[config.mk]
export PLATFORM = sky130hd
export DESIGN_NAME = wb_stage_flat
export DESIGN_NICKNAME = d
export VERILOG_FILES = /design/src/rtl/wb_stage_if.sv /design/src/rtl/wb_stage.sv /design/src/flat_wrapper.sv
export SDC_FILE = /design/constraint.sdc
export NUM_CORES = 1
export LEC_CHECK = 0
export CORE_MARGIN = 2
export CORE_UTILIZATION = 35
export DETAILED_ROUTE_END_ITERATION = 6
export GPL_ROUTABILITY_DRIVEN = 0
export HOLD_SLACK_MARGIN = 0.02
export SYNTH_ARGS = -nofsm -noshare
export SYNTH_HDL_FRONTEND = slang
export SYNTH_SLANG_ARGS = --single-unit
[constraint.sdc]
create_clock -name clk -period 6.24 [get_ports clk]
set_clock_uncertainty 0.15 [all_clocks]
set_input_delay 1.248 -clock clk [delete_from_list [all_inputs] [get_ports clk]]
set_output_delay 1.248 -clock clk [all_outputs]
set_load 0.05 [all_outputs]
[src/rtl/wb_stage_if.sv]
// Bundle between the MEM stage, the write-back stage and the register-file write port.
interface wb_stage_if;
    logic        m_valid;
    logic [31:0] m_pc;
    logic [31:0] m_instr;
    logic [31:0] m_alu;
    logic [31:0] m_rdata;
    logic        stall;
    logic        flush;
    logic        wb_we;
    logic [4:0]  wb_addr;
    logic [31:0] wb_data;
    logic [31:0] wb_pc;
    logic        load_err;
    logic [31:0] retired;

    modport master (
        output m_valid, m_pc, m_instr, m_alu, m_rdata, stall, flush,
        input  wb_we, wb_addr, wb_data, wb_pc, load_err, retired
    );

    modport slave (
        input  m_valid, m_pc, m_instr, m_alu, m_rdata, stall, flush,
        output wb_we, wb_addr, wb_data, wb_pc, load_err, retired
    );
endinterface

[src/rtl/wb_stage.sv]
// MIPS write-back stage: MEM/WB register, load alignment/extension, register-file write port.
// Optional retired-instruction counter enabled by defining WB_RETIRE_CNT_EN.
module wb_stage #(
    parameter logic [4:0]  RA_REG      = 5'd31,
    parameter logic [31:0] PC_LINK_OFS = 32'd8
) (
    input  logic     clk,
    input  logic     rst,
    wb_stage_if.slave bus
);
    localparam logic [5:0] OP_RTYPE = 6'b000000;
    localparam logic [5:0] OP_JAL   = 6'b000011;
    localparam logic [5:0] OP_ORI   = 6'b001101;
    localparam logic [5:0] OP_LUI   = 6'b001111;
    localparam logic [5:0] OP_LB    = 6'b100000;
    localparam logic [5:0] OP_LH    = 6'b100001;
    localparam logic [5:0] OP_LW    = 6'b100011;
    localparam logic [5:0] OP_LBU   = 6'b100100;
    localparam logic [5:0] OP_LHU   = 6'b100101;
    localparam logic [5:0] FN_SLL   = 6'b000000;
    localparam logic [5:0] FN_ADDU  = 6'b100001;
    localparam logic [5:0] FN_SUBU  = 6'b100011;

    logic        valid_reg;
    logic [31:0] pc_reg;
    logic [31:0] instr_reg;
    logic [31:0] alu_reg;
    logic [31:0] rdata_reg;
    logic        load_err_reg;

    always_ff @(posedge clk) begin
        if (rst || bus.flush) begin
            valid_reg <= 1'b0;
            pc_reg    <= '0;
            instr_reg <= '0;
            alu_reg   <= '0;
            rdata_reg <= '0;
        end else if (!bus.stall) begin
            valid_reg <= bus.m_valid;
            pc_reg    <= bus.m_pc;
            instr_reg <= bus.m_instr;
            alu_reg   <= bus.m_alu;
            rdata_reg <= bus.m_rdata;
        end
    end

    logic [5:0] op;
    logic [5:0] funct;
    logic [4:0] rt;
    logic [4:0] rd;
    logic [1:0] ofs;
    logic       unused_instr_bits;

    assign op    = instr_reg[31:26];
    assign funct = instr_reg[5:0];
    assign rt    = instr_reg[20:16];
    assign rd    = instr_reg[15:11];
    assign ofs   = alu_reg[1:0];
    assign unused_instr_bits = ^{instr_reg[25:21], instr_reg[10:6]};

    // Memory is big-endian: lane 0 is the most significant byte.
    logic [7:0]  lane [4];
    logic [7:0]  byte_sel;
    logic [15:0] half_sel;

    generate
        for (genvar gi = 0; gi < 4; gi++) begin : g_lane
            assign lane[gi] = rdata_reg[8*(3-gi) +: 8];
        end
    endgenerate

    assign byte_sel = lane[ofs];
    assign half_sel = ofs[1] ? rdata_reg[15:0] : rdata_reg[31:16];

    logic        writes;
    logic        misalign;
    logic [4:0]  dest;
    logic [31:0] data_sel;

    always_comb begin
        writes   = 1'b0;
        misalign = 1'b0;
        dest     = rt;
        data_sel = alu_reg;
        case (op)
            OP_RTYPE: begin
                dest   = rd;
                writes = (funct == FN_ADDU) || (funct == FN_SUBU) || (funct == FN_SLL);
            end
            OP_ORI, OP_LUI: writes = 1'b1;
            OP_JAL: begin
                writes   = 1'b1;
                dest     = RA_REG;
                data_sel = pc_reg + PC_LINK_OFS;
            end
            OP_LW: begin
                writes   = 1'b1;
                misalign = (ofs != 2'd0);
                data_sel = rdata_reg;
            end
            OP_LB: begin
                writes   = 1'b1;
                data_sel = {{24{byte_sel[7]}}, byte_sel};
            end
            OP_LBU: begin
                writes   = 1'b1;
                data_sel = {24'd0, byte_sel};
            end
            OP_LH: begin
                writes   = 1'b1;
                misalign = ofs[0];
                data_sel = {{16{half_sel[15]}}, half_sel};
            end
            OP_LHU: begin
                writes   = 1'b1;
                misalign = ofs[0];
                data_sel = {16'd0, half_sel};
            end
            default: ;
        endcase
    end

    // Address and data must be zero when not writing: the register file forwards on address match.
    logic we_int;
    assign we_int      = valid_reg && writes && !misalign && (dest != 5'd0);
    assign bus.wb_we   = we_int;
    assign bus.wb_addr = we_int ? dest     : 5'd0;
    assign bus.wb_data = we_int ? data_sel : 32'd0;
    assign bus.wb_pc   = we_int ? pc_reg   : 32'd0;

    always_ff @(posedge clk) begin
        if (rst) begin
            load_err_reg <= 1'b0;
        end else if (valid_reg && misalign) begin
            load_err_reg <= 1'b1;
        end
    end
    assign bus.load_err = load_err_reg;

`ifdef WB_RETIRE_CNT_EN
    logic [31:0] retired_reg;
    always_ff @(posedge clk) begin
        if (rst) begin
            retired_reg <= '0;
        end else if (valid_reg && (!bus.stall || bus.flush)) begin
            retired_reg <= retired_reg + 32'd1;
        end
    end
    assign bus.retired = retired_reg;
`else
    assign bus.retired = '0;
`endif
endmodule

[src/flat_wrapper.sv]
// flat-port wrapper written by rule: the top's interface ports become plain ports
module wb_stage_flat 
#(
    parameter logic [4:0]  RA_REG      = 5'd31,
    parameter logic [31:0] PC_LINK_OFS = 32'd8
)
  (clk, rst, bus_m_valid, bus_m_pc, bus_m_instr, bus_m_alu, bus_m_rdata, bus_stall, bus_flush, bus_wb_we, bus_wb_addr, bus_wb_data, bus_wb_pc, bus_load_err, bus_retired);
  wb_stage_if bus_i ();
  input  logic clk;
  input  logic rst;
  input wire logic [$bits(bus_i.m_valid)-1:0] bus_m_valid;
  input wire logic [$bits(bus_i.m_pc)-1:0] bus_m_pc;
  input wire logic [$bits(bus_i.m_instr)-1:0] bus_m_instr;
  input wire logic [$bits(bus_i.m_alu)-1:0] bus_m_alu;
  input wire logic [$bits(bus_i.m_rdata)-1:0] bus_m_rdata;
  input wire logic [$bits(bus_i.stall)-1:0] bus_stall;
  input wire logic [$bits(bus_i.flush)-1:0] bus_flush;
  output wire logic [$bits(bus_i.wb_we)-1:0] bus_wb_we;
  output wire logic [$bits(bus_i.wb_addr)-1:0] bus_wb_addr;
  output wire logic [$bits(bus_i.wb_data)-1:0] bus_wb_data;
  output wire logic [$bits(bus_i.wb_pc)-1:0] bus_wb_pc;
  output wire logic [$bits(bus_i.load_err)-1:0] bus_load_err;
  output wire logic [$bits(bus_i.retired)-1:0] bus_retired;
  assign bus_i.m_valid = bus_m_valid;
  assign bus_i.m_pc = bus_m_pc;
  assign bus_i.m_instr = bus_m_instr;
  assign bus_i.m_alu = bus_m_alu;
  assign bus_i.m_rdata = bus_m_rdata;
  assign bus_i.stall = bus_stall;
  assign bus_i.flush = bus_flush;
  assign bus_wb_we = bus_i.wb_we;
  assign bus_wb_addr = bus_i.wb_addr;
  assign bus_wb_data = bus_i.wb_data;
  assign bus_wb_pc = bus_i.wb_pc;
  assign bus_load_err = bus_i.load_err;
  assign bus_retired = bus_i.retired;
  wb_stage #(.RA_REG(RA_REG), .PC_LINK_OFS(PC_LINK_OFS)) u_core (.clk(clk), .rst(rst), .bus(bus_i));
endmodule
==> impl_results.md <==
- Post-synth top area cell: dfxtp_1
- DRT iter0 DRCs: between 300 and 400
- Minimum clock period: 5.10 ns
- Hold Path Sink: u_core.bus.load_err$_SDFFE_PP0P_
- Tcrit/Tclk final: 81.7%
- DR DRC count: 0
- Ys async rst share: 0%
- Diodes inserted: 0
- Post-synthesis xor/xnor area fraction: approximately 1.6%
- Cells after synthesis: 768
- CTS resizes: 0
- Reg2reg setup slack: 4.39 ns
- Worst-path maximum fanout: 12
- Clk Latency, worst-skew pair: 0.42 ns
- Row Count: 50
- Sequential Power Share: just under 40%
- Finish-stage setup viols: 0
- Max_slew headroom: 27.5%
- Ys Warns: 0
- Largest net degree at the start of global routing: 88
- Nets: roughly 1100
- GRT Total Usage: a little over a fifth
- Mux contribution to synthesized area: 19.8%
- Power per Cell Area: ~230 nW/µm²
- Most frequent cells in the layout: 192 x clkdlybuf4s50_1, 146 x nor2_1, 129 x mux2i_1
- Share of cells above drive strength 1: approximately 6.7%
- Num CTS Buffers: 17
- Die Y-Extent: 142 µm
- Data arrival time of the worst path: 3.70 ns
- Hold Startpoint: u_core.bus.load_err$_SDFFE_PP0P_
- Register bit total from synthesis: 120
- Drt wl/cell: 18.2 µm
- Total net switching power: 0.000518 W
- Power share of the clock group: 47.8%
- Initial antenna violation count: 0
- Worst setup EP type: primary output
- Critical-path top delay cell: clkdlybuf4s50_1
- Sw Share: between 20% and 30%
- Compound-cell area share of the yosys netlist: 12.9%
- RSZ-0062 raised after global routing: false
- EDFF count, synth: 0
- Dpl hpwl: 15.5 mm
- R2R depth: 5
- Adder-cell share of the synthesized area: 0.188%
- PortBufs: 193
- Via count: 6082
- Clock transition at the registers of the reported paths: 0.06 ns
- Critical setup path kind: reg2out
- Post-Syn Area: 6650 µm²
- Combinational share of power: 12.8%
- Crit start category: flop
- Grt ovf: 0
- Max cap viols: 0
- Critical Path RT: 4.84 ns
- Peak Freq: a little under 200 MHz
- Layout area overhead: 37.9%
- DP Worst Slack: 1.56 ns
- Largest family of logic cells by synthesized area: simple AND/OR/NAND/NOR gates
- H-tree lvl count: 4
- Leak: about 3.6 nW
- IO Count: 236
- CP max stage delay: 0.90 ns
- Setup bufs post-CTS: 0
- Buf/Inv on CP: 2
- Worst R2R End: u_core.bus.load_err$_SDFFE_PP0P_
- Most common cell after layout, fill and taps aside: clkdlybuf4s50_1
- Main synth FF type: dfxtp_1
- Fillers: 1797
- Post-synth top area share: between 30% and 40%
- Status: finished, final reports clean
- Slew @ Worst Pin: 1.06 ns
- Via/cell ratio: slightly above 5
- Initial Util: 35.7%
- Syn Area/Cell: approximately 8.7 µm²
- Int Pwr: 0.00157 W
- Register area share after synthesis: 36.1%
- Core area: 18600 µm²
- CTS Sinks: 120
- Final Hold Vio Count: 0
- Root Buffer: clkbuf_16
- Slew Limit Fails: 0
- Vias in the first global route: 5863
- Worst Hold Depth: 2
- Worst setup margin: between 1 and 1.5 ns
- Post-synth cell types: 65
- Setup_tns: 0 ns
- Largest delay contributor family on the critical path: buffers and inverters
- Reg2reg start: u_core.instr_reg[26]$_SDFFE_PP0N_
- DR pass1 iterations: 7
- CTS hold repair buffers: 0
- CTS tree: done
- Worst-path cell chain: nor3b_4, and3_1, buf_4, a21oi_1, a311oi_1, clkdlybuf4s50_1
- Tightest Hold Check Type: reg2reg
- Drt total wl: 21.4 mm
- CTS max path bufs: 2
- Die width: 142 µm
- Die Area: roughly 20000 µm²
- VDD IR-drop max: ~0.16 mV
- Simple logic cell fraction of the synthesized area: 21.3%
- First-pass GRT wire length: around 33 mm
- Final antenna-violating net count: 0
- Synth area leaders: dfxtp_1 36%, mux2i_1 19%, nor2_1 8.2%, buf_4 4.0%, and2_1 2.9%
- Worst path depth: 6
==> Yosys cell counts, drive strengths merged (2+ instances only) <==
| master | instances |
|---|---|
| a211oi | 12 |
| xor2 | 2 |
| o21ai | 21 |
| mux2i | 129 |
| and2 | 31 |
| nor4 | 10 |
| or4 | 3 |
| mux2 | 2 |
| and4 | 6 |
| nor2 | 149 |
| nand2 | 31 |
| nor3b | 3 |
| inv | 7 |
| nor3 | 9 |
| xnor2 | 10 |
| a311oi | 3 |
| and3 | 4 |
| a221oi | 21 |
| o31a | 8 |
| dfxtp | 120 |
| a222oi | 4 |
| nor2b | 2 |
| or3 | 2 |
| nand4 | 11 |
| clkbuf | 36 |
| o221a | 6 |
| nand3 | 21 |
| a21oi | 22 |
| buf | 56 |
| o21a | 5 |
==> per-layer routing <==
layer	GRT usage, %	vias up	routed length (µm)
met3	4.86	23	1380
met4	6.79	0	427
met2	33.3	219	9610
met5	0	-	0
met1	29.3	2837	10000
li1	-	3003	-
==> stage by stage <==
stage	power, W	util [%]	instance area, µm²	instances	hold WS (ns)
after detailed placement	0.00111	45.9	8560	1144	0.325
after global routing	0.00216	49.2	9170	1176	0.367
final	0.00209	49.2	9170	1176	0.336
after floorplan	0.00101	-	6760	799	0.305
after global placement	0.00110	45.9	8560	1144	0.320
after CTS	0.00211	49.2	9170	1176	0.340
==> cell type report <==
cell class                 instances  area, µm²  area share, %
clock buffer                      25        515           5.62
inverter                           7       28.8          0.314
tap                              234        293           3.19
sequential                       120       2400           26.2
timing repair buffer             203       2010           21.9
clock inverter                     7       88.8          0.969
multi-input combinational        580       3830           41.8
==> how the worst max path moves through the flow <==
stage | end | from
5_1_grt | bus_wb_data[4] | u_core.instr_reg[26]$_SDFFE_PP0N_
3_3_place_gp | bus_wb_data[19] | u_core.instr_reg[26]$_SDFFE_PP0N_
6_report | bus_wb_data[19] | u_core.instr_reg[26]$_SDFFE_PP0N_
2_1_floorplan | bus_wb_data[19] | u_core.pc_reg[3]$_SDFFE_PP0N_
3_5_place_dp | bus_wb_data[19] | u_core.instr_reg[26]$_SDFFE_PP0N_
4_1_cts | bus_wb_data[19] | u_core.instr_reg[26]$_SDFFE_PP0N_
==> tightest hold or removal path: stages (launching register included) <==
cell and delay (ns):
dfxtp_1 0.34, a21oi_1 0.05, nor2_1 0.07
==> power by group through the flow <==
| stage | Combinational (W) | Sequential [W] | Clock [W] |
|---|---|---|---|
| detailed placement | 0.000268 | 0.000837 | 0 |
| floorplan | 0.000185 | 0.000823 | 0 |
| finish | 0.000268 | 0.000821 | 0.000999 |
| CTS | 0.000270 | 0.000821 | 0.00102 |
| global placement | 0.000267 | 0.000836 | 0 |
| global route | 0.000289 | 0.000825 | 0.00105 |
==> logic make-up (layout without fill, tap and decap cells) <==
group,after synthesis,count (layout)
multiplexers,131,131
XOR/XNOR,12,12
flip-flops,120,120
buffers and inverters,99,242
other,1,32
adder cells (fa/ha/maj),1,1
AO/OA/AOI/OAI,114,114
AND/OR/NAND/NOR,290,290
(Power assumes the default switching activity.)
==> RTL change 1 (same settings) <==
The option `WB_RETIRE_CNT_EN` is turned on by a define.
--- a/src/rtl/wb_stage.sv
+++ b/src/rtl/wb_stage.sv
@@ -2,2 +2,4 @@
 // Optional retired-instruction counter enabled by defining WB_RETIRE_CNT_EN.
+`define WB_RETIRE_CNT_EN
+
 module wb_stage #(
Formal check against the unedited RTL: not equivalent (Yosys sat finds a counterexample within 4 cycles, from zero or initial values and one cycle with rst high).
==> RTL change 1 against the unedited design <==
Routed wire length increased by 17%; cell area grew 17%; sequential power is 25% higher; sequential cell count is 32 higher; power is 9.9% higher; global-route usage fell by 0.39 points; setup slack lost 0.29 ns; maximum frequency down 5.4%; synthesized area grew 17%; largest cell class unchanged.
==> RTL change 1: results (changes against the unedited design) <==
- WL final: 25000 um (was 21400 um)
- Inverters, non-clock: 13 (was 7)
- Synth cell count leaders: nor2_1, dfxtp_1, mux2i_1 (was nor2_1, mux2i_1, dfxtp_1)
- Register area share after synthesis: 0.391 (was 0.361)
- Dpl hpwl: 17900 um (was 15500 um)
- First-pass GRT wire length: 38800 um (was 33200 um)
- Met1 GRT Util: 0.287 (was 0.293)
- Post-place setup slack: 1.30 ns (was 1.56 ns)
- P_leak: 3.94 nW (was 3.59 nW)
- Met2 usage: 0.332 (was 0.333)
- Buffer share of cell area: 0.217 (was 0.219)
- #FFs+latches synth: 152 (was 120)
- Avg Vias per Cell: 5.18 (was 5.17)
- Post-synthesis compound-gate area fraction: 0.109 (was 0.129)
- Non-clk bufs: 236 (was 203)
- Fill cells: 2097 (was 1797)
- Crit Path Max Fanout: 37 (was 12)
- Ant diodes: 1 (was 0)
- Total Routing Usage GR: 0.209 (was 0.213)
- Post-synthesis xor/xnor area fraction: 0.0461 (was 0.0158)
- Largest net degree at the start of global routing: 77 (was 88)
- Tightest Pin Transition: 1.19 ns (was 1.06 ns)
- Status: completed (unchanged)
- Worst path max stage delay: 0.74 ns (was 0.90 ns)
- First DRT Iteration DRCs: 546 (was 340)
-- RTL change 1: stage by stage --
| step | instances | instance area [um2] |
|---|---|---|
| after CTS | 1368 | 10700 |
| after floorplan | 885 | 7780 |
| after global placement | 1336 | 10200 |
| after detailed placement | 1336 | 10200 |
| final | 1369 | 10700 |
| after global routing | 1369 | 10700 |
-- RTL change 1: report_power, final --
group	switching [mW]	internal (mW)	leakage [nW]
logic	0.0997	0.129	2.42
registers	0.0311	0.995	1.24
clock network	0.475	0.566	0.281
total	0.605	1.69	3.94
-- RTL change 1: path summary, 6_finish.rpt --
| path | from | to | slack (ns) |
|---|---|---|---|
| setup reg to reg | u_core.bus.retired[4] | u_core.bus.retired[28] | 3.71 |
| setup / recovery | u_core.instr_reg[27] | bus_wb_data[9] | 0.85 |
| hold reg to reg | u_core.bus.load_err | u_core.bus.load_err | 0.34 |
| hold / removal | u_core.bus.load_err | u_core.bus.load_err | 0.34 |
==> RTL change 2 (same settings) <==
Made on the original files. Remove the case item `OP_JAL` of the case on `op`.
--- a/src/rtl/wb_stage.sv
+++ b/src/rtl/wb_stage.sv
@@ -90,7 +90,2 @@
             OP_ORI, OP_LUI: writes = 1'b1;
-            OP_JAL: begin
-                writes   = 1'b1;
-                dest     = RA_REG;
-                data_sel = pc_reg + PC_LINK_OFS;
-            end
             OP_LW: begin
Formal check against the unedited RTL: not equivalent (Yosys sat finds a counterexample within 4 cycles, from zero or initial values and one cycle with rst high).
==> RTL change 2 against the unedited design <==
Highest routed layer unchanged; sequential share of layout area is 2.6 points higher; critical path type unchanged; first-iteration DRC count down 57%; maximum frequency is 5.1% lower; power down 6.8%; cell area down 9.0%; largest power group unchanged; synthesized area fell by 11%; die area is 11% lower; sequential cell count is the same; setup slack got worse by 0.27 ns; routed wire length shrank 19%; critical path depth is the same; cell count shrank 11%.
==> RTL change 2: results (changes against the unedited design) <==
- Status: completed (unchanged)
- Worst path arrival time: 3.97 ns (was 3.70 ns)
- WL met1: 7290 um (was 10000 um)
- Worst path slowest cell: o311a_1 (was clkdlybuf4s50_1)
- Max VDD drop: 194 uV (was 164 uV)
- First DRT Iteration DRCs: 146 (was 340)
- DR WL met2: 8200 um (was 9610 um)
- P_leak: 3.27 nW (was 3.59 nW)
- Synth cell count leaders: nor2_1, mux2i_1, dfxtp_1 (unchanged)
- Synth area leaders: dfxtp_1, mux2i_1, nor2_1 (unchanged)
- FFs w/ async S/R, synth: 0 (unchanged)
- CTS Buf Count: 17 (unchanged)
- Latest clock arrival within the worst-skew pair: slightly above 0.4 ns
- Type of the most critical hold path: reg2reg (unchanged)
- # resized after CTS: 0 (unchanged)
- DP Area: 7810 um2 (was 8560 um2)
- Fraction of layout cells with a size suffix above 1: 0.0738 (was 0.0669)
- Initial antenna violation count: 0 (unchanged)
- Ant diodes: 0 (unchanged)
- CP delay by family, top: compound AO/OA/AOI/OAI gates (was buffers and inverters)
- Routed len/inst: 16.5 um (was 18.2 um)
- Dpl hpwl: 12600 um (was 15500 um)
- Rel. slew slack: 0.200 (was 0.275)
- Top routing layer in use: met4 (unchanged)
- CTS H-Tree Depth: 4 (unchanged)
- Met3 wire len: 1340 um (was 1380 um)
- Largest net degree at the start of global routing: 85 (was 88)
- Total Routing Usage GR: 0.189 (was 0.213)
- Setup bufs post-CTS: 0 (unchanged)
- Register area share after synthesis: 0.405 (was 0.361)
- Layout Nets: 948 (was 1063)
- First-pass GRT wire length: 26300 um (was 33200 um)
- CTS clk-pin slew, worst paths: 0.05 ns
- Post-synth cell types: 48 (was 65)
- Crit Path Max Fanout: 16 (was 12)
- Maximum clock path buffer count: 2 (unchanged)
- Root Buffer: clkbuf_16 (unchanged)
- Finished Core Util: 0.503 (was 0.492)
- Port Buf Inserts: 193 (unchanged)
- Via count: 5082 (was 6082)
- Worst path max stage delay: 0.84 ns (was 0.90 ns)
- Yosys warns: 0 (unchanged)
- Synth Flop Type: dfxtp_1 (unchanged)
- Post-place setup slack: 1.32 ns (was 1.56 ns)
- Drt pass-1 iters: 4 (was 7)
- Fill cells: 1551 (was 1797)
[RTL change 2: final cells by class]
type / instances / area share
Timing Repair Buffer: 197 / 0.235
Multi-Input combinational cell: 476 / 0.379
Tap cell: 220 / 0.0330
Inverter: 3 / 0.00165
Clock buffer: 27 / 0.0615
Clock inverter: 3 / 0.00180
Sequential cell: 120 / 0.288
[RTL change 2: tightest hold or removal path, cell delays in order, from the launching register on]
cell     delay, ns
dfxtp_1       0.31
mux2i_1       0.06
nor2_1        0.07
[RTL change 2: kinds of logic (layout without fill, tap and decap cells)]
kind of cell	Yosys count	after routing	synth area share
AOI/OAI and AO/OA	72	72	0.106
muxes	128	128	0.219
other	1	32	0.000633
DFF	120	120	0.405
buffers and inverters	81	230	0.0815
and+or+nand+nor	244	244	0.188
[RTL change 2: power by group]
part | internal (mW) | total, mW | switching, mW
Sequential | 0.793 | 0.814 | 0.0214
Combinational | 0.123 | 0.257 | 0.133
Clock | 0.553 | 0.875 | 0.322
Total | 1.47 | 1.95 | 0.477
[RTL change 2: path summary, 6_finish.rpt]
kind                     startpoint                   to  slack (ns)  depth (start not counted)
setup / recovery  u_core.alu_reg[1]      bus_wb_data[31]        0.87                          6
hold / removal    u_core.pc_reg[22]    u_core.pc_reg[22]        0.33                          2
setup reg to reg  u_core.alu_reg[1]  u_core.bus.load_err        4.68                          4
hold reg to reg   u_core.pc_reg[22]    u_core.pc_reg[22]        0.33                          2
[RTL change 2: per-stage QoR]
step                      power [mW]  cells
after floorplan                0.996    677
after global placement          1.08   1016
after detailed placement        1.09   1016
after CTS                       1.97   1046
after global routing            2.02   1046
final                           1.95   1046
[RTL change 2: layer usage]
layer	vias up	GRT usage
met5	-	0
met4	0	0.0737
met3	31	0.0669
met2	197	0.314
met1	2363	0.225
li1	2491	-
